$ cat src/rtl/seq_check_pkg.sv
// Shared types and constants for the sequence checker.
//   seq_sel_e   : sequence selector (value of the 3-bit sel input)
//   state_e     : checker FSM states
//   term_hist_t : current term plus two history terms
//   init_terms  : first term and seed history for each sequence
package seq_check_pkg;

  typedef enum logic [2:0] {
    SQR  = 3'd0,
    EXP3 = 3'd1,
    TRI  = 3'd2,
    FIB  = 3'd3,
    PELL = 3'd4,
    LUC  = 3'd5,
    PAD  = 3'd6,
    SYLV = 3'd7
  } seq_sel_e;

  typedef enum logic [1:0] {
    IDLE   = 2'd0,
    CHECK  = 2'd1,
    LOCKED = 2'd2,
    FAIL   = 2'd3
  } state_e;

  typedef struct packed {
    logic [7:0] cur;
    logic [7:0] h1;
    logic [7:0] h2;
  } term_hist_t;

  // History seeds are the terms "before" the first one, so that the
  // recurrence yields the second term directly (mod 256).
  localparam term_hist_t INIT_SQR  = '{cur: 8'd1, h1: 8'd0,   h2: 8'd0};
  localparam term_hist_t INIT_EXP3 = '{cur: 8'd1, h1: 8'd0,   h2: 8'd0};
  localparam term_hist_t INIT_TRI  = '{cur: 8'd1, h1: 8'd0,   h2: 8'd0};
  localparam term_hist_t INIT_FIB  = '{cur: 8'd1, h1: 8'd0,   h2: 8'd0};
  localparam term_hist_t INIT_PELL = '{cur: 8'd0, h1: 8'd1,   h2: 8'd0};
  localparam term_hist_t INIT_LUC  = '{cur: 8'd2, h1: 8'd255, h2: 8'd0};
  localparam term_hist_t INIT_PAD  = '{cur: 8'd1, h1: 8'd0,   h2: 8'd1};
  localparam term_hist_t INIT_SYLV = '{cur: 8'd2, h1: 8'd0,   h2: 8'd0};

  function automatic term_hist_t init_terms(input seq_sel_e s);
    term_hist_t t;
    case (s)
      SQR:     t = INIT_SQR;
      EXP3:    t = INIT_EXP3;
      TRI:     t = INIT_TRI;
      FIB:     t = INIT_FIB;
      PELL:    t = INIT_PELL;
      LUC:     t = INIT_LUC;
      PAD:     t = INIT_PAD;
      SYLV:    t = INIT_SYLV;
      default: t = INIT_SQR;
    endcase
    return t;
  endfunction

endpackage

$ cat src/rtl/seq_check_term_gen.sv
// Term generator: holds the selected sequence, a term index and three
// history registers, and presents the current expected term.
//   clk, rst_n : clock, synchronous active-low reset
//   load_i     : load first term of sel_i
//   adv_i      : advance to the next term
//   sel_i      : sequence select (used only with load_i)
//   term_o     : current expected term
module seq_term_gen
  import seq_check_pkg::*;
(
  input  logic       clk,
  input  logic       rst_n,
  input  logic       load_i,
  input  logic       adv_i,
  input  seq_sel_e   sel_i,
  output logic [7:0] term_o
);

  seq_sel_e   sel_q;
  logic [7:0] cur_q, h1_q, h2_q, idx_q;
  logic [7:0] nxt_d;
  logic [7:0] sq;
  term_hist_t init;

  assign init = init_terms(sel_i);
  assign sq   = cur_q * cur_q;

  // idx_q holds k of the current term for SQR/TRI; all arithmetic wraps.
  always_comb begin
    nxt_d = cur_q;
    case (sel_q)
      SQR:     nxt_d = cur_q + {idx_q[6:0], 1'b0} + 8'd1;
      EXP3:    nxt_d = cur_q + {cur_q[6:0], 1'b0};
      TRI:     nxt_d = cur_q + idx_q + 8'd1;
      FIB:     nxt_d = cur_q + h1_q;
      PELL:    nxt_d = {cur_q[6:0], 1'b0} + h1_q;
      LUC:     nxt_d = cur_q + h1_q;
      PAD:     nxt_d = h1_q + h2_q;
      SYLV:    nxt_d = sq - cur_q + 8'd1;
      default: nxt_d = cur_q;
    endcase
  end

  always_ff @(posedge clk) begin
    if (!rst_n) begin
      sel_q <= SQR;
      cur_q <= '0;
      h1_q  <= '0;
      h2_q  <= '0;
      idx_q <= '0;
    end else if (load_i) begin
      sel_q <= sel_i;
      cur_q <= init.cur;
      h1_q  <= init.h1;
      h2_q  <= init.h2;
      idx_q <= 8'd1;
    end else if (adv_i) begin
      cur_q <= nxt_d;
      h1_q  <= cur_q;
      h2_q  <= h1_q;
      idx_q <= idx_q + 8'd1;
    end
  end

  assign term_o = cur_q;

endmodule

$ cat src/rtl/seq_check.sv
// Sequence checker: compares incoming samples against a selected integer
// sequence (mod 256) and reports match/mismatch with one cycle latency.
//   clk, rst_n       : clock, synchronous active-low reset
//   start, sel       : load sequence sel and begin checking
//   in_valid,in_data : received sample
//   match, mismatch  : one-cycle result pulses
//   locked, failed   : state LOCKED / FAIL
//   term_count       : matched terms since start (saturating)
//   expected         : next expected term
//   err_count        : mismatch count, only when SEQ_CHECK_ERRCNT_EN is
//                      defined; otherwise constant 0
module seq_check
  import seq_check_pkg::*;
#(
  parameter int unsigned LOCK_LEN = 4
) (
  input  logic       clk,
  input  logic       rst_n,
  input  logic       start,
  input  logic [2:0] sel,
  input  logic       in_valid,
  input  logic [7:0] in_data,
  output logic       match,
  output logic       mismatch,
  output logic       locked,
  output logic       failed,
  output logic [7:0] term_count,
  output logic [7:0] expected,
  output logic [7:0] err_count
);

  localparam logic [7:0] LOCK_LEN_B = 8'(LOCK_LEN);

  state_e     state_q, state_d;
  logic       match_q, match_d, mismatch_q, mismatch_d;
  logic [7:0] tc_q, tc_d, run_q, run_d, run_inc;
  logic       load, adv;
  logic [7:0] term;

  seq_term_gen u_term_gen (
    .clk    (clk),
    .rst_n  (rst_n),
    .load_i (load),
    .adv_i  (adv),
    .sel_i  (seq_sel_e'(sel)),
    .term_o (term)
  );

  // Consecutive-match counter stops at LOCK_LEN so it never wraps.
  assign run_inc = (run_q >= LOCK_LEN_B) ? run_q : run_q + 8'd1;

  always_comb begin
    state_d    = state_q;
    match_d    = 1'b0;
    mismatch_d = 1'b0;
    tc_d       = tc_q;
    run_d      = run_q;
    load       = 1'b0;
    adv        = 1'b0;
    if (start) begin
      state_d = CHECK;
      load    = 1'b1;
      tc_d    = '0;
      run_d   = '0;
    end else begin
      case (state_q)
        CHECK, LOCKED: begin
          if (in_valid) begin
            if (in_data == term) begin
              match_d = 1'b1;
              adv     = 1'b1;
              tc_d    = (tc_q == 8'hFF) ? tc_q : tc_q + 8'd1;
              run_d   = run_inc;
              if (run_inc >= LOCK_LEN_B) state_d = LOCKED;
            end else begin
              mismatch_d = 1'b1;
              state_d    = FAIL;
            end
          end
        end
        default: ;
      endcase
    end
  end

  always_ff @(posedge clk) begin
    if (!rst_n) begin
      state_q    <= IDLE;
      match_q    <= 1'b0;
      mismatch_q <= 1'b0;
      tc_q       <= '0;
      run_q      <= '0;
    end else begin
      state_q    <= state_d;
      match_q    <= match_d;
      mismatch_q <= mismatch_d;
      tc_q       <= tc_d;
      run_q      <= run_d;
    end
  end

`ifdef SEQ_CHECK_ERRCNT_EN
  logic [7:0] err_q;
  always_ff @(posedge clk) begin
    if (!rst_n)                          err_q <= '0;
    else if (mismatch_d && err_q != 8'hFF) err_q <= err_q + 8'd1;
  end
  assign err_count = err_q;
`else
  assign err_count = '0;
`endif

  assign match      = match_q;
  assign mismatch   = mismatch_q;
  assign locked     = (state_q == LOCKED);
  assign failed     = (state_q == FAIL);
  assign term_count = tc_q;
  assign expected   = term;

endmodule
$ cat config.mk
export PLATFORM = sky130hd
export DESIGN_NAME = seq_check
export DESIGN_NICKNAME = d
export VERILOG_FILES = /design/src/rtl/seq_check_pkg.sv /design/src/rtl/seq_check_term_gen.sv /design/src/rtl/seq_check.sv
export SDC_FILE = /design/constraint.sdc
export NUM_CORES = 1
export LEC_CHECK = 0
export CORE_MARGIN = 2
export CORE_UTILIZATION = 40
export CTS_CLUSTER_DIAMETER = 30
export DETAILED_ROUTE_END_ITERATION = 8
export PLACE_DENSITY = 0.57
export REMOVE_ABC_BUFFERS = 1
export SYNTH_ARGS = -nofsm -noshare
export SYNTH_HDL_FRONTEND = slang
export SYNTH_SLANG_ARGS = --single-unit
$ cat constraint.sdc
create_clock -name clk -period 4.3 [get_ports clk]
set_clock_uncertainty 0.1 [all_clocks]
set_input_delay 1.29 -clock clk [delete_from_list [all_inputs] [get_ports clk]]
set_output_delay 1.29 -clock clk [all_outputs]
set_load 0.01 [all_outputs]
==> metrics.txt <==
# TYPE chip_impl_metric gauge
chip_impl_info{name="outcome",value="finished, final reports clean"} 1
chip_impl_metric{name="dr.pass1.iters",unit=""} 4
chip_impl_metric{name="cts.repair_timing.setup_buffer_count",unit=""} 0
chip_impl_metric{name="placement.cell_area",unit="sq um"} 5300
chip_impl_metric{name="gate_count_of_the_mapped_netlist",unit=""} 566
chip_impl_info{name="crit_reg_reg_startpoint",value="u_term_gen.term_o[0]$_SDFFE_PN0P_"} 1
chip_impl_metric{name="synthDistinctLibCells",unit=""} 62
chip_impl_metric{name="power_spent_charging_and_discharging_nets",unit="uW"} 325
chip_impl_metric{name="post_synth_instance_area",unit="sq um"} 4740
chip_impl_metric{name="cp_data_required_time",unit="ns"} 4.39
chip_impl_metric{name="dp.cells",unit=""} 745
chip_impl_metric{name="holdPathStages",unit=""} 2
chip_impl_info{name="worst_hold_path.endpoint",value="u_term_gen.h2_q[1]$_SDFFE_PN0P_"} 1
chip_impl_metric{name="core_area",unit="sq um"} 11500
chip_impl_metric{name="vias_per_cell",unit=""} 5.29
chip_impl_metric{name="intPower",unit="uW"} 811
chip_impl_metric{name="layout.cells.non_filler",unit=""} 753
chip_impl_info{name="hold_path_class",value="reg -> reg"} 1
chip_impl_info{name="reg2reg_to",value="u_term_gen.term_o[7]$_SDFFE_PN0P_"} 1
chip_impl_metric{name="postSynthRegisterBits",unit=""} 55
chip_impl_metric{name="htreeDepth",unit=""} 2
chip_impl_metric{name="io-pin-count",unit=""} 43
chip_impl_metric{name="antennaDiodeCount",unit=""} 0
chip_impl_metric{name="remaining_drc_errors",unit=""} 0
chip_impl_info{name="slowest_stage",value="fa_1"} 1
chip_impl_metric{name="p_total",unit="mW"} 1.14
chip_impl_metric{name="highest_clock_rate",unit="GHz"} 0.246
chip_impl_info{name="critical_path.cell_chain",value="buf_4 > inv_1 > nor2_1 > ha_1 > a21o_1 > fa_1 > fa_1 > inv_1 > fa_1 > inv_1 > ha_1 > a21o_1 > a21oi_1 > xnor2_1 > o2bb2ai_1 > a221oi_1 > o21ai_0"} 1
chip_impl_metric{name="layout.core_utilization",unit="%"} 47.5
chip_impl_metric{name="ffs_w_async_s_r_synth",unit="%"} 0
chip_impl_metric{name="timing.final.setup_violations",unit=""} 0
chip_impl_metric{name="postSynthAreaPerCell",unit="sq um"} 8.37
chip_impl_metric{name="swShare",unit="%"} 28.6
chip_impl_metric{name="fp-row-count",unit=""} 39
chip_impl_metric{name="power_density",unit="nW/um^2"} 208
chip_impl_metric{name="flow.area_growth_from_synthesis",unit="%"} 15.0
chip_impl_metric{name="synthDominantCellAreaShare",unit="%"} 23.2
chip_impl_metric{name="slew-limit-headroom",unit="%"} 49.8
chip_impl_info{name="netlist.top_cell.by_area",value="dfxtp_1"} 1
chip_impl_info{name="worstSetupEndpointType",value="register"} 1
chip_impl_metric{name="post_route_cells_drive_above_1_share",unit="%"} 8.69
chip_impl_metric{name="synth_edf_count",unit=""} 0
chip_impl_info{name="final_common_cell",value="nand2_1"} 1
chip_impl_metric{name="cp_max_fo",unit=""} 13
chip_impl_metric{name="seq_area_frac_synth",unit="%"} 23.2
chip_impl_metric{name="vdd_ir_drop_max",unit="uV"} 185
chip_impl_metric{name="worst_slew_pin_slew",unit="ns"} 0.746
chip_impl_metric{name="fillerInstances",unit=""} 1118
chip_impl_info{name="cts_root_buf",value="clkbuf_16"} 1
chip_impl_metric{name="maxCapViolations",unit=""} 0
chip_impl_metric{name="floorplan.initialDensity",unit="%"} 41.3
chip_impl_metric{name="grt_start_max_net_pins",unit=""} 30
chip_impl_metric{name="number_of_global_route_vias_before_repair",unit=""} 4035
chip_impl_metric{name="wl_per_cell",unit="um"} 16.7
chip_impl_metric{name="die_area",unit="sq um"} 12700
chip_impl_metric{name="final.min_clock_period",unit="ns"} 4.06
chip_impl_metric{name="hold_slack",unit="ns"} 0.357
chip_impl_metric{name="port-buffer-count",unit=""} 34
chip_impl_metric{name="fin_nets",unit=""} 687
chip_impl_metric{name="ff2ff_path_depth",unit=""} 17
chip_impl_metric{name="fp.dieW",unit="um"} 113
chip_impl_info{name="tritoncts",value="done"} 1
chip_impl_metric{name="detail_route.iter0.violations",unit=""} 275
chip_impl_metric{name="maxSlewViolCount",unit=""} 0
chip_impl_metric{name="finalWirelength",unit="mm"} 12.6
chip_impl_metric{name="cts.sink_count",unit=""} 55
chip_impl_metric{name="place.gp.congestion",unit=""} 0.928
chip_impl_info{name="leading_cell_types_in_the_layout_fill_and_taps_excluded",value="nand2_1, dfxtp_1, nor2_1, ha_1, a21oi_1"} 1
chip_impl_metric{name="fin_setup_tns",unit="ns"} 0
chip_impl_metric{name="yosys_warnings",unit=""} 0
chip_impl_metric{name="detailed_place_hpwl",unit="mm"} 9.72
chip_impl_metric{name="ant_nets",unit=""} 0
chip_impl_metric{name="post_route_cell_area",unit="sq um"} 5450
chip_impl_info{name="synth_area_leaders",value="dfxtp_1, ha_1, fa_1"} 1
chip_impl_metric{name="grt_pass1_wl",unit="mm"} 21.0
chip_impl_metric{name="clk_pwr_share",unit="%"} 38.3
chip_impl_metric{name="regToRegSetupSlack",unit="ns"} 0.24
chip_impl_info{name="rsz0062_at_grt",value="false"} 1
chip_impl_metric{name="finalCritPeriodShare",unit="%"} 94.5
chip_impl_metric{name="sequential_share_of_power",unit="%"} 46.7
chip_impl_metric{name="clk_transition_reported_paths",unit="ns"} 0.08
chip_impl_info{name="primary_flip_flop_cell_chosen_by_synthesis_mapping",value="dfxtp_1"} 1
chip_impl_metric{name="detailedPlace.worstSlack",unit="ns"} 0.186
chip_impl_metric{name="worst-endpoint-arrival",unit="ns"} 4.15
chip_impl_metric{name="hold_viol",unit=""} 0
chip_impl_metric{name="static-leakage-power",unit="nW"} 2.37
chip_impl_info{name="hold_path.startpoint",value="u_term_gen.h2_q[1]$_SDFFE_PN0P_"} 1
chip_impl_metric{name="part_of_the_total_power_dissipated_in_combinational_logic",unit="%"} 15.0
chip_impl_metric{name="critical_path_s_largest_stage_delay",unit="ns"} 0.53
chip_impl_metric{name="final_critical_path_setup_slack",unit="ns"} 0.237
chip_impl_metric{name="antenna_violations_before_repair",unit=""} 0
chip_impl_metric{name="chipHeight",unit="um"} 113
chip_impl_metric{name="grt_usage",unit="%"} 20.7
chip_impl_info{name="critPathLaunchType",value="register"} 1
chip_impl_metric{name="tritoncts.num_buffers",unit=""} 5
chip_impl_metric{name="detailroute.via_count",unit=""} 3982
chip_impl_info{name="criticalPathCategory",value="reg -> reg"} 1
chip_impl_metric{name="clock_insertion_delay_worst_skew",unit="ns"} 0.31
chip_impl_metric{name="grt_overflow",unit=""} 0
chip_impl_metric{name="maximum_clock_path_buffer_count",unit=""} 2
-- final cells by class --
cell class / instances / area [sq um] / share of cell area [%]
clock inverters: 3 / 27.5 / 0.505
clock buffers: 5 / 125 / 2.30
inverters: 42 / 158 / 2.89
flip-flops and latches: 55 / 1100 / 20.2
repair buffers: 60 / 536 / 9.83
multi-input cells: 445 / 3320 / 61.0
well taps: 143 / 179 / 3.28
-- metal layers --
metal	routed length, um	vias up	track usage, %
li1	-	2012	-
met1	6050	1885	28.6
met2	5840	69	33.9
met3	454	16	3.11
met4	208	0	5.69
met5	0	-	0
-- state kept, by name (all words and copies together) (netlist names) --
| register | flops |
|---|---|
| run_q | 8 |
| term_count | 8 |
| u_term_gen.h1_q | 8 |
| u_term_gen.h2_q | 8 |
| u_term_gen.idx_q | 8 |
| u_term_gen.term_o | 8 |
| u_term_gen.sel_q | 3 |
| state_q | 2 |
| match | 1 |
| mismatch | 1 |
-- power groups by stage --
| stage | Combinational [mW] | Sequential [mW] | Clock, mW |
|---|---|---|---|
| floorplan | 0.0966 | 0.545 | 0 |
| global placement | 0.167 | 0.542 | 0 |
| detailed placement | 0.169 | 0.542 | 0 |
| CTS | 0.170 | 0.530 | 0.448 |
| global route | 0.189 | 0.532 | 0.466 |
| finish | 0.170 | 0.530 | 0.436 |
-- repair_timing --
| item | in CTS | in global routing |
|---|---|---|
| setup endpoints to repair | 0 | 1 |
| resized for setup | 0 | 2 |
| hold buffers | 0 | 0 |
| hold endpoints to repair | 0 | 0 |
-- synth_stat cells, drive strengths merged, types with 2 or more instances --
cell,count
o221ai,2
maj3,4
nor3b,2
a31oi,7
nand4b,2
o211ai,3
nand3,8
dfxtp,55
nor3,6
buf,15
o2bb2ai,2
a21o,9
ha,45
nor4,3
nand2,62
or3,4
mux2i,10
nand2b,8
nor2,46
fa,18
nor2b,8
inv,39
o2111ai,2
nand3b,2
a32oi,2
o21a,2
nand4,7
xor2,21
o21ai,29
o32ai,2
clkbuf,17
mux2,9
a41oi,2
a211oi,4
and2,4
a2bb2oi,2
a21oi,41
a221oi,2
xnor2,34
and3,10
clkinv,3
-- cell families after synthesis --
group	Yosys count	synth area share, %
simple gates	174	18.0
other cells	1	0.0791
flops	55	23.2
fa+ha+maj	67	20.3
mux	19	4.25
compound gates	121	16.4
buf+inv	74	7.31
xor+xnor	55	10.5
-- critical path, delay by kind of cell, from the launching register on --
family	cells	cell delay (ns)
xor+xnor	1	0.09
buf+inv	4	0.44
compound gates	6	0.89
fa+ha+maj	5	1.92
simple gates	1	0.19
flops	1	0.33
-- worst max path at each step --
| stage | start | to | slack [ns] | cells past startpoint |
|---|---|---|---|---|
| global route | u_term_gen.term_o[0]$_SDFFE_PN0P_ | u_term_gen.term_o[7]$_SDFFE_PN0P_ | 0.01 | 17 |
| CTS | u_term_gen.term_o[1]$_SDFFE_PN0P_ | u_term_gen.term_o[7]$_SDFFE_PN0P_ | 0.16 | 15 |
| global placement | u_term_gen.term_o[1]$_SDFFE_PN0P_ | u_term_gen.term_o[7]$_SDFFE_PN0P_ | 0.30 | 15 |
| finish | u_term_gen.term_o[0]$_SDFFE_PN0P_ | u_term_gen.term_o[7]$_SDFFE_PN0P_ | 0.24 | 17 |
| detailed placement | u_term_gen.term_o[1]$_SDFFE_PN0P_ | u_term_gen.term_o[7]$_SDFFE_PN0P_ | 0.19 | 15 |
| floorplan | u_term_gen.term_o[1]$_SDFFE_PN0P_ | u_term_gen.term_o[7]$_SDFFE_PN0P_ | 0.1 | 15 |
(Power assumes the default switching activity.)
